$ cat config.mk
export PLATFORM = sky130hd
export DESIGN_NAME = pipe3_fwd_core_flat
export DESIGN_NICKNAME = d
export VERILOG_FILES = /design/src/rtl/pipe3_fwd_core_if.sv /design/src/rtl/pipe3_fwd_core.sv /design/src/flat_wrapper.sv
export SDC_FILE = /design/constraint.sdc
export NUM_CORES = 2
export LEC_CHECK = 0
export ABC_AREA = 1
export CORE_ASPECT_RATIO = 0.8
export CORE_MARGIN = 2
export CORE_UTILIZATION = 60
export DETAILED_ROUTE_END_ITERATION = 16
export MAX_ROUTING_LAYER = met4
export PLACE_DENSITY = 0.78
export SYNTH_ARGS = -nofsm -noshare
export SYNTH_HDL_FRONTEND = slang
export SYNTH_SLANG_ARGS = --single-unit
$ cat constraint.sdc
create_clock -name clk -period 7.9 [get_ports clk]
set_clock_uncertainty 0.1 [all_clocks]
set_input_delay 1.58 -clock clk [delete_from_list [all_inputs] [get_ports clk]]
set_output_delay 1.58 -clock clk [all_outputs]
set_load 0.005 [all_outputs]
$ cat src/rtl/pipe3_fwd_core_if.sv
// Fetch, writeback and debug bus of the 3-stage forwarding core.
// The core connects through the master modport and the surrounding board logic through slave.
interface pipe3_fwd_core_if #(
  parameter int DATA_W = 16,
  parameter int NREG   = 16,
  parameter int PC_W   = 12
);
  localparam int RA_W = $clog2(NREG);

  logic [15:0]       instr_i;
  logic              instr_valid_i;
  logic              instr_ready_o;
  logic [PC_W-1:0]   pc_o;
  logic              wb_valid_o;
  logic [RA_W-1:0]   wb_rd_o;
  logic [DATA_W-1:0] wb_data_o;
  logic [RA_W-1:0]   dbg_addr_i;
  logic [DATA_W-1:0] dbg_data_o;
  logic              mult_busy_o;
  logic [15:0]       retired_o;

  modport master (
    input  instr_i, instr_valid_i, dbg_addr_i,
    output instr_ready_o, pc_o, wb_valid_o, wb_rd_o, wb_data_o,
           dbg_data_o, mult_busy_o, retired_o
  );

  modport slave (
    output instr_i, instr_valid_i, dbg_addr_i,
    input  instr_ready_o, pc_o, wb_valid_o, wb_rd_o, wb_data_o,
           dbg_data_o, mult_busy_o, retired_o
  );
endinterface

$ cat src/rtl/pipe3_fwd_core.sv
// Decode/Execute/Memory pipeline for the 16-bit lab ISA with full forwarding,
// branch flush in E and a background multiplier that interlocks MULT/MFLO/MFHI.
module pipe3_fwd_core #(
  parameter int DATA_W      = 16,
  parameter int NREG        = 16,
  parameter int PC_W        = 12,
  parameter int MULT_CYCLES = 4
) (
  input logic              clk,
  input logic              reset,
  pipe3_fwd_core_if.master bus
);
  localparam int RA_W  = $clog2(NREG);
  localparam int CNT_W = $clog2(MULT_CYCLES + 1);

  typedef enum logic [3:0] {
    OP_ADD, OP_SUB, OP_SLTI, OP_AND, OP_OR, OP_XOR, OP_ANDI, OP_ORI,
    OP_XORI, OP_ADDI, OP_SUBI, OP_JMP, OP_BEQZ, OP_MFLO, OP_MFHI, OP_MULT
  } opcode_e;

  typedef enum logic {MUL_IDLE, MUL_RUN} mul_state_e;

  logic [PC_W-1:0]   pc;
  logic              d_valid, e_valid, m_valid, m_wen;
  logic [15:0]       d_instr, e_instr;
  logic [PC_W-1:0]   d_pc, e_pc;
  logic [DATA_W-1:0] e_a, e_b, m_data;
  logic [RA_W-1:0]   m_rd;
  logic [DATA_W-1:0] regfile [NREG];
  logic [DATA_W-1:0] hi, lo, hi_n, lo_n;
  logic [15:0]       retired;

  mul_state_e          mul_state, mul_state_n;
  logic [CNT_W-1:0]    mul_cnt, mul_cnt_n;
  logic [2*DATA_W-1:0] mul_prod, mul_prod_n;

  opcode_e           d_op, e_op;
  logic [RA_W-1:0]   d_ra, d_rb, e_rd;
  logic [DATA_W-1:0] e_imm, e_result, fwd_a, fwd_b;
  logic              e_wen, mul_busy, mul_start, taken, stall, accept;
  logic [PC_W-1:0]   target;

  assign d_op  = opcode_e'(d_instr[15:12]);
  assign d_ra  = d_instr[4 +: RA_W];
  assign d_rb  = d_instr[0 +: RA_W];
  assign e_op  = opcode_e'(e_instr[15:12]);
  assign e_rd  = e_instr[8 +: RA_W];
  assign e_imm = DATA_W'(e_instr[3:0]);

  assign mul_busy  = (mul_state == MUL_RUN);
  assign mul_start = e_valid && (e_op == OP_MULT);

  always_comb begin
    e_result = '0;
    case (e_op)
      OP_ADD:  e_result = e_a + e_b;
      OP_SUB:  e_result = e_a - e_b;
      OP_SLTI: e_result = (e_a > e_imm) ? DATA_W'(1) : '0;
      OP_AND:  e_result = e_a & e_b;
      OP_OR:   e_result = e_a | e_b;
      OP_XOR:  e_result = e_a ^ e_b;
      OP_ANDI: e_result = e_a & e_imm;
      OP_ORI:  e_result = e_a | e_imm;
      OP_XORI: e_result = e_a ^ e_imm;
      OP_ADDI: e_result = e_a + e_imm;
      OP_SUBI: e_result = e_a - e_imm;
      OP_MFLO: e_result = lo;
      OP_MFHI: e_result = hi;
      OP_JMP, OP_BEQZ, OP_MULT: e_result = '0;
    endcase
  end

  // JMP/BEQZ/MULT never write; r0 writes are dropped here so they never forward or show on wb.
  assign e_wen = e_valid && (e_rd != '0) &&
                 !(e_op inside {OP_JMP, OP_BEQZ, OP_MULT});

  // Younger producer wins: E result, then M result, then the register file.
  always_comb begin
    fwd_a = (int'(d_ra) < NREG) ? regfile[d_ra] : '0;
    fwd_b = (int'(d_rb) < NREG) ? regfile[d_rb] : '0;
    if (m_wen && (m_rd == d_ra)) fwd_a = m_data;
    if (m_wen && (m_rd == d_rb)) fwd_b = m_data;
    if (e_wen && (e_rd == d_ra)) fwd_a = e_result;
    if (e_wen && (e_rd == d_rb)) fwd_b = e_result;
  end

  assign taken  = e_valid && ((e_op == OP_JMP) || ((e_op == OP_BEQZ) && (e_a == '0)));
  assign target = (e_op == OP_JMP) ? PC_W'(e_instr[11:0])
                                   : e_pc + PC_W'(1) + PC_W'($signed(e_instr[3:0]));

  assign stall  = d_valid && (d_op inside {OP_MFLO, OP_MFHI, OP_MULT}) &&
                  (mul_busy || mul_start);
  assign accept = bus.instr_valid_i && bus.instr_ready_o;

  always_ff @(posedge clk) begin
    if (reset) begin
      pc      <= '0;
      d_valid <= 1'b0;
      d_instr <= '0;
      d_pc    <= '0;
      e_valid <= 1'b0;
      e_instr <= '0;
      e_pc    <= '0;
      e_a     <= '0;
      e_b     <= '0;
      m_valid <= 1'b0;
      m_wen   <= 1'b0;
      m_rd    <= '0;
      m_data  <= '0;
      retired <= '0;
      for (int i = 0; i < NREG; i++) regfile[i] <= '0;
    end else begin
      if (taken) begin
        pc      <= target;
        d_valid <= 1'b0;
      end else if (!stall) begin
        d_valid <= accept;
        if (accept) begin
          d_instr <= bus.instr_i;
          d_pc    <= pc;
          pc      <= pc + PC_W'(1);
        end
      end
      e_valid <= d_valid && !stall && !taken;
      e_instr <= d_instr;
      e_pc    <= d_pc;
      e_a     <= fwd_a;
      e_b     <= fwd_b;
      m_valid <= e_valid;
      m_wen   <= e_wen;
      m_rd    <= e_wen ? e_rd : '0;
      m_data  <= e_wen ? e_result : '0;
      if (m_valid) retired <= retired + 16'd1;
      if (m_wen) regfile[m_rd] <= m_data;
    end
  end

  always_ff @(posedge clk) begin
    if (reset) begin
      mul_state <= MUL_IDLE;
      mul_cnt   <= '0;
      mul_prod  <= '0;
      hi        <= '0;
      lo        <= '0;
    end else begin
      mul_state <= mul_state_n;
      mul_cnt   <= mul_cnt_n;
      mul_prod  <= mul_prod_n;
      hi        <= hi_n;
      lo        <= lo_n;
    end
  end

  // Product is captured at start; HI/LO only change on the last busy cycle.
  always_comb begin
    mul_state_n = mul_state;
    mul_cnt_n   = mul_cnt;
    mul_prod_n  = mul_prod;
    hi_n        = hi;
    lo_n        = lo;
    case (mul_state)
      MUL_IDLE: begin
        if (mul_start) begin
          mul_state_n = MUL_RUN;
          mul_cnt_n   = CNT_W'(MULT_CYCLES);
          mul_prod_n  = (2*DATA_W)'(e_a) * (2*DATA_W)'(e_b);
        end
      end
      MUL_RUN: begin
        if (mul_cnt == CNT_W'(1)) begin
          mul_state_n  = MUL_IDLE;
          {hi_n, lo_n} = mul_prod;
        end else begin
          mul_cnt_n = mul_cnt - CNT_W'(1);
        end
      end
    endcase
  end

  assign bus.instr_ready_o = !reset && !stall;
  assign bus.pc_o          = pc;
  assign bus.wb_valid_o    = m_wen;
  assign bus.wb_rd_o       = m_rd;
  assign bus.wb_data_o     = m_data;
  assign bus.dbg_data_o    = (int'(bus.dbg_addr_i) < NREG) ? regfile[bus.dbg_addr_i] : '0;
  assign bus.mult_busy_o   = mul_busy;
  assign bus.retired_o     = retired;
endmodule

$ cat src/flat_wrapper.sv
// flat-port wrapper written by rule: the top's interface ports become plain ports
module pipe3_fwd_core_flat 
#(
  parameter int DATA_W      = 16,
  parameter int NREG        = 16,
  parameter int PC_W        = 12,
  parameter int MULT_CYCLES = 4
)
  (clk, reset, bus_instr_i, bus_instr_valid_i, bus_dbg_addr_i, bus_instr_ready_o, bus_pc_o, bus_wb_valid_o, bus_wb_rd_o, bus_wb_data_o, bus_dbg_data_o, bus_mult_busy_o, bus_retired_o);
  pipe3_fwd_core_if #(.DATA_W(DATA_W), .NREG(NREG), .PC_W(PC_W)) bus_i ();
  input logic clk;
  input logic reset;
  input wire logic [$bits(bus_i.instr_i)-1:0] bus_instr_i;
  input wire logic [$bits(bus_i.instr_valid_i)-1:0] bus_instr_valid_i;
  input wire logic [$bits(bus_i.dbg_addr_i)-1:0] bus_dbg_addr_i;
  output wire logic [$bits(bus_i.instr_ready_o)-1:0] bus_instr_ready_o;
  output wire logic [$bits(bus_i.pc_o)-1:0] bus_pc_o;
  output wire logic [$bits(bus_i.wb_valid_o)-1:0] bus_wb_valid_o;
  output wire logic [$bits(bus_i.wb_rd_o)-1:0] bus_wb_rd_o;
  output wire logic [$bits(bus_i.wb_data_o)-1:0] bus_wb_data_o;
  output wire logic [$bits(bus_i.dbg_data_o)-1:0] bus_dbg_data_o;
  output wire logic [$bits(bus_i.mult_busy_o)-1:0] bus_mult_busy_o;
  output wire logic [$bits(bus_i.retired_o)-1:0] bus_retired_o;
  assign bus_i.instr_i = bus_instr_i;
  assign bus_i.instr_valid_i = bus_instr_valid_i;
  assign bus_i.dbg_addr_i = bus_dbg_addr_i;
  assign bus_instr_ready_o = bus_i.instr_ready_o;
  assign bus_pc_o = bus_i.pc_o;
  assign bus_wb_valid_o = bus_i.wb_valid_o;
  assign bus_wb_rd_o = bus_i.wb_rd_o;
  assign bus_wb_data_o = bus_i.wb_data_o;
  assign bus_dbg_data_o = bus_i.dbg_data_o;
  assign bus_mult_busy_o = bus_i.mult_busy_o;
  assign bus_retired_o = bus_i.retired_o;
  pipe3_fwd_core #(.DATA_W(DATA_W), .NREG(NREG), .PC_W(PC_W), .MULT_CYCLES(MULT_CYCLES)) u_core (.clk(clk), .reset(reset), .bus(bus_i));
endmodule
* After elaboration in Yosys (flattened, before gate mapping)
Memory sizes are Yosys's and may differ from the RTL's. A register that Yosys moved wholly into a read port is not among the register bits. Cells that the tools add are included.
Storage, ports and cells: bits of input ports 23, RAM bits 256, memories 1, flip-flop bits (word level) 208, word-level logic and storage cells 131, output and inout bits 67
Memory list:
- u_core.regfile | depth 16, width 16, rd ports 3, clocked after Yosys merged registers in 2, write ports 16, RTL line pipe3_fwd_core.sv:29 | logic [DATA_W-1:0] regfile [NREG];
Operators by class: bitwise logic cells 10, multiplexer cells 28, reductions and logical operators 36, add/sub/neg operators 9, equality and inequality tests 26, order comparisons 1, multiply operators 1
Operator list (number):
- $pmux 16 s14 | 1
- $mux 16 | 5
- $mux 12 | 4
- $eq 4x4->1 const B | 11
- $mul 16x16->32 | 1
- $add 12x1->12 const B | 2
- $mux 4 | 5
- $add 16x1->16 const B | 1
- $add 16x16->16 | 1
- $add 16x4->16 | 1
- $and 16x16->16 | 1
- $and 16x4->16 | 1
- $eq 4x3->1 const B | 4
- $eq 4x4->1 | 4
- $gt 16x4->1 | 1
- $logic_not 16->1 | 1
- $or 16x16->16 | 1
- $or 16x4->16 | 1
- $reduce_or 16->1 | 1
- $sub 16x16->16 | 1
- $sub 16x4->16 | 1
- $xor 16x16->16 | 1
- $xor 16x4->16 | 1
- $logic_and 1x1->1 | 15
- other kinds (22) | 45

* Logic depth before layout (Yosys ltp)
depth after elaboration 10, gate-level depth with buffers 28, depth with buffers taken out 26

* Worst setup path after synthesis
Ideal clock, no wire load.
kind register to register, from register u_core.e_a[15], to register u_core.mul_prod[31], data arrival time 5.354 ns, setup slack 2.329 ns, data required time 7.683 ns, clock period less this slack 5.571 ns, cell stages (with the launch flop) 24, cell sequence dfxtp_1 > clkbuf_1 > buf_1 > nand2_1 > fa_1 > fa_1 > inv_1 > fa_1 > fa_1 > fa_1 > inv_1 > fa_1 > inv_1 > ha_1 > a21oi_1 > inv_1 > a21oi_1 > nor2_1 > nor2_1 > nor2_1 > nor2_1 > a21oi_1 > nor2_1 > nor2_1
Between the ends: longest elaborated chain between the ends 1
RTL lines:
- from (decl) | RTL line pipe3_fwd_core.sv:27 | logic [DATA_W-1:0] e_a, e_b, m_data;
- from (signal assigned) | RTL line pipe3_fwd_core.sv:127 | e_a <= fwd_a;
- $mul 16x16->32 | RTL line pipe3_fwd_core.sv:166 | mul_prod_n = (2*DATA_W)'(e_a) * (2*DATA_W)'(e_b);
- to (signal assigned) | RTL line pipe3_fwd_core.sv:148 | mul_prod <= mul_prod_n;
- to (decl) | RTL line pipe3_fwd_core.sv:35 | logic [2*DATA_W-1:0] mul_prod, mul_prod_n;
Every way passes these cells. A chain may end at the register's enable or synchronous reset.

* Final worst setup path
from register u_core.e_a[8], to register u_core.mul_prod[26]
The elaborated chain is that of the path after synthesis.

==> run_results.csv <==
group,metric,value,unit
grt,grt_start_max_net_pins,257,
place,io_buffers,89,
cts,clock_sinks,472,
cells_and_area,fin_cells,5743,
worst_setup_path,endpoint_kind,"flop",
route,post_drt_wl_per_cell,20.41,um
grt,grt_pass1_wl,180200,um
cells_and_area,diodes,0,
cts,numCtsBuffers,52,
sta,holdWs,0.3264,ns
sta,max_freq,156.4,MHz
place,gp_congestion,0.9827,
worst_setup_path,rrSetupSlack,1.51,ns
sta,post-route-min-period,6.393,ns
sta,setup_viol,0,
logic_synthesis,syn_nets,5402,
cts,cts.clk_slew.worst_paths,0.07,ns
cells_and_area,final_area,39690,um^2
cts,clock_latency,0.65,ns
floorplanning,dieArea,63730,um^2
floorplanning,initial_core_util,0.6059,
cts,post_cts.repair.setup_buffers,0,
cts,post_cts_resized,0,
logic_synthesis,synth.yosys.warnings,0,
cells_and_area,final_common_cell,"nand2_1",
floorplanning,rows,81,
cells_and_area,final_cell_mix,"nand2_1 (886), inv_1 (748), nor2_1 (554)",
logic_synthesis,synthArstFlopShare,0,
cts,hold_buffers,0,
cells_and_area,syn2layout_area_growth,7.201,%
logic_synthesis,ys_seq_area_frac,0.3244,
power_and_ir_drop,irDropWorstVdd,0.1840,mV
route,drt_first_pass_iters,6,
cells_and_area,nFillCells,5294,
floorplanning,chipWidth,281.7,um
worst_setup_path,arrival,6.85,ns
logic_synthesis,netlist_area,37030,um^2
worst_setup_path,setup.worst_path.start,"u_core.e_a[8]",
power_and_ir_drop,pwr_density_cell,185.7,nW/um^2
grt,grt_pass1_vias,32280,
cells_and_area,multi_input_area,20760,um^2
cts,cts_max_path_buffers,3,
floorplanning,pin_count,90,
route,vias,34630,
cells_and_area,drive_above_1_share,0.04295,
worst_hold_path,hold_class,"reg -> reg",
logic_synthesis,yosys.area.top_type,"edfxtp_1",
worst_hold_path,min-delay-start,"u_core.d_pc[7]",
sta,slew_violations,0,
worst_setup_path,crit_path_start_kind,"flop",
floorplanning,chipHeight,226.2,um
logic_synthesis,synth_top_area_share,0.2076,
sta,worstMarginPinSlew,1.287,ns
logic_synthesis,synth.avg_cell_area,7.401,um^2
worst_setup_path,critical_path_class,"reg -> reg",
cells_and_area,final_nets,5269,
grt,overflow,0,
route,drtIter0Drc,4741,
logic_synthesis,synth_edf_count,256,
worst_setup_path,critPathRequiredTime,8.36,ns
place,dp.cells,5646,
route,detail-route-antenna-nets,0,
cells_and_area,final_util,0.6495,
route,wirelength,117200,um
worst_setup_path,worstReg2RegStart,"u_core.e_a[8]",
sta,period_share,0.8093,
logic_synthesis,synth_seq_cells,472,
grt,grt_usage,0.3780,
sta,layout_setup_ws,1.507,ns
cts,clock-root-buffer,"clkbuf_16",
logic_synthesis,synthTopCellsByArea,"edfxtp_1 (21%), dfxtp_1 (12%), fa_1 (11%), nand2_1 (9.0%), inv_1 (7.6%)",
logic_synthesis,synth_ff_type,"edfxtp_1",
place,hpwl,80410,um
sta,rsz0062_at_grt,"false",
cts,cts_tree,"built",
sta,setup_tns,0,ns
power_and_ir_drop,p_leak,17.47,nW
run_status,status,"finished clean",
sta,slew_headroom,0.1421,
flow_run,cap_violations,0,
sta,hold_viol_final,0,
logic_synthesis,ys_types,51,
place,dpl-instance-area,37970,um^2
worst_setup_path,cp_max_fo,22,
route,vias_per_cell,6.029,
grt,antenna_found_initial,0,
power_and_ir_drop,p_total,7.369,mW
route,drc_errors,0,
cells_and_area,seqCellArea,12030,um^2
logic_synthesis,syn-instance-count,5003,
cts,htreeDepth,2,
place,dp_slack,1.679,ns
floorplanning,coreArea,61110,um^2
## worst max-delay path, stage by stage (launching register included)
cell,delay [ns]
dfxtp_1,1.08
ha_1,0.32
inv_1,0.08
fa_1,0.45
fa_1,0.57
inv_1,0.06
fa_1,0.55
fa_1,0.43
fa_1,0.50
inv_1,0.06
fa_1,0.47
inv_1,0.04
ha_1,0.34
a21oi_1,0.22
a21boi_0,0.34
o21ai_0,0.19
nand2_1,0.10
nand3_1,0.09
nand2_1,0.07
inv_1,0.04
o21ai_0,0.13
nand2_1,0.06
inv_1,0.05
## sequential cells by signal (all words and copies together), names as in the netlist, 3 cells and up, named ones only
| signal | count |
|---|---|
| u_core.bus.pc_o | 12 |
| u_core.bus.retired_o | 16 |
| u_core.bus.wb_data_o | 16 |
| u_core.bus.wb_rd_o | 4 |
| u_core.d_instr | 16 |
| u_core.d_pc | 12 |
| u_core.e_a | 16 |
| u_core.e_b | 16 |
| u_core.e_instr | 16 |
| u_core.e_pc | 12 |
| u_core.hi | 16 |
| u_core.lo | 16 |
| u_core.mul_cnt | 3 |
| u_core.mul_prod | 32 |
| u_core.regfile | 256 |
## Yosys cell counts (all sizes together), types with 12 or more instances
cell and count:
inv 762, a21oi 362, nor2 583, fa 197, nor3 43, nand4 22, xnor2 13, xor2 33
dfxtp 216, buf 120, clkbuf 197, o21bai 18, nand2 907, o211ai 177, o21a 12, o221ai 15
edfxtp 256, o21ai 420, nand3 402, ha 179, a31oi 13
## per-layer routing
metal  share of wire  track usage  wire length, um  vias up
met4           0.041       0.1507             4843        0
met5               0            -                0        -
met2            0.41       0.5288            48150     2286
li1                -            -                -    16030
met1            0.41       0.5201            48060    15930
met3            0.14       0.1012            16160      373
## worst paths after layout
path | endpoint | cells past startpoint
worst min register to register | u_core.e_pc[7] | 2
worst max register to register | u_core.mul_prod[26] | 22
worst max-delay path | u_core.mul_prod[26] | 22
worst min-delay path | u_core.e_pc[7] | 2
## area by class of cell
cell class,instances,share of cell area
sequential,472,0.3030
inverter,770,0.07297
clock buffer,66,0.03568
timing repair buffer,130,0.03130
clock inverter,31,0.007754
multi-input combinational,3444,0.5231
tap,830,0.02616
## cells by family after synthesis
group / share of synthesized area
adders and majority gates: 0.1670
buffers and inverters: 0.1150
xor gates and xnor gates: 0.01088
and+or+nand+nor: 0.2220
DFF: 0.3244
AOI/OAI and AO/OA: 0.1607
## report_power, final
group | internal (mW) | switching [mW]
combinational | 0.696 | 1.32
sequential | 2.67 | 0.192
clock | 1.39 | 1.11
total | 4.75 | 2.62
Power figures use the tool's default switching activity.
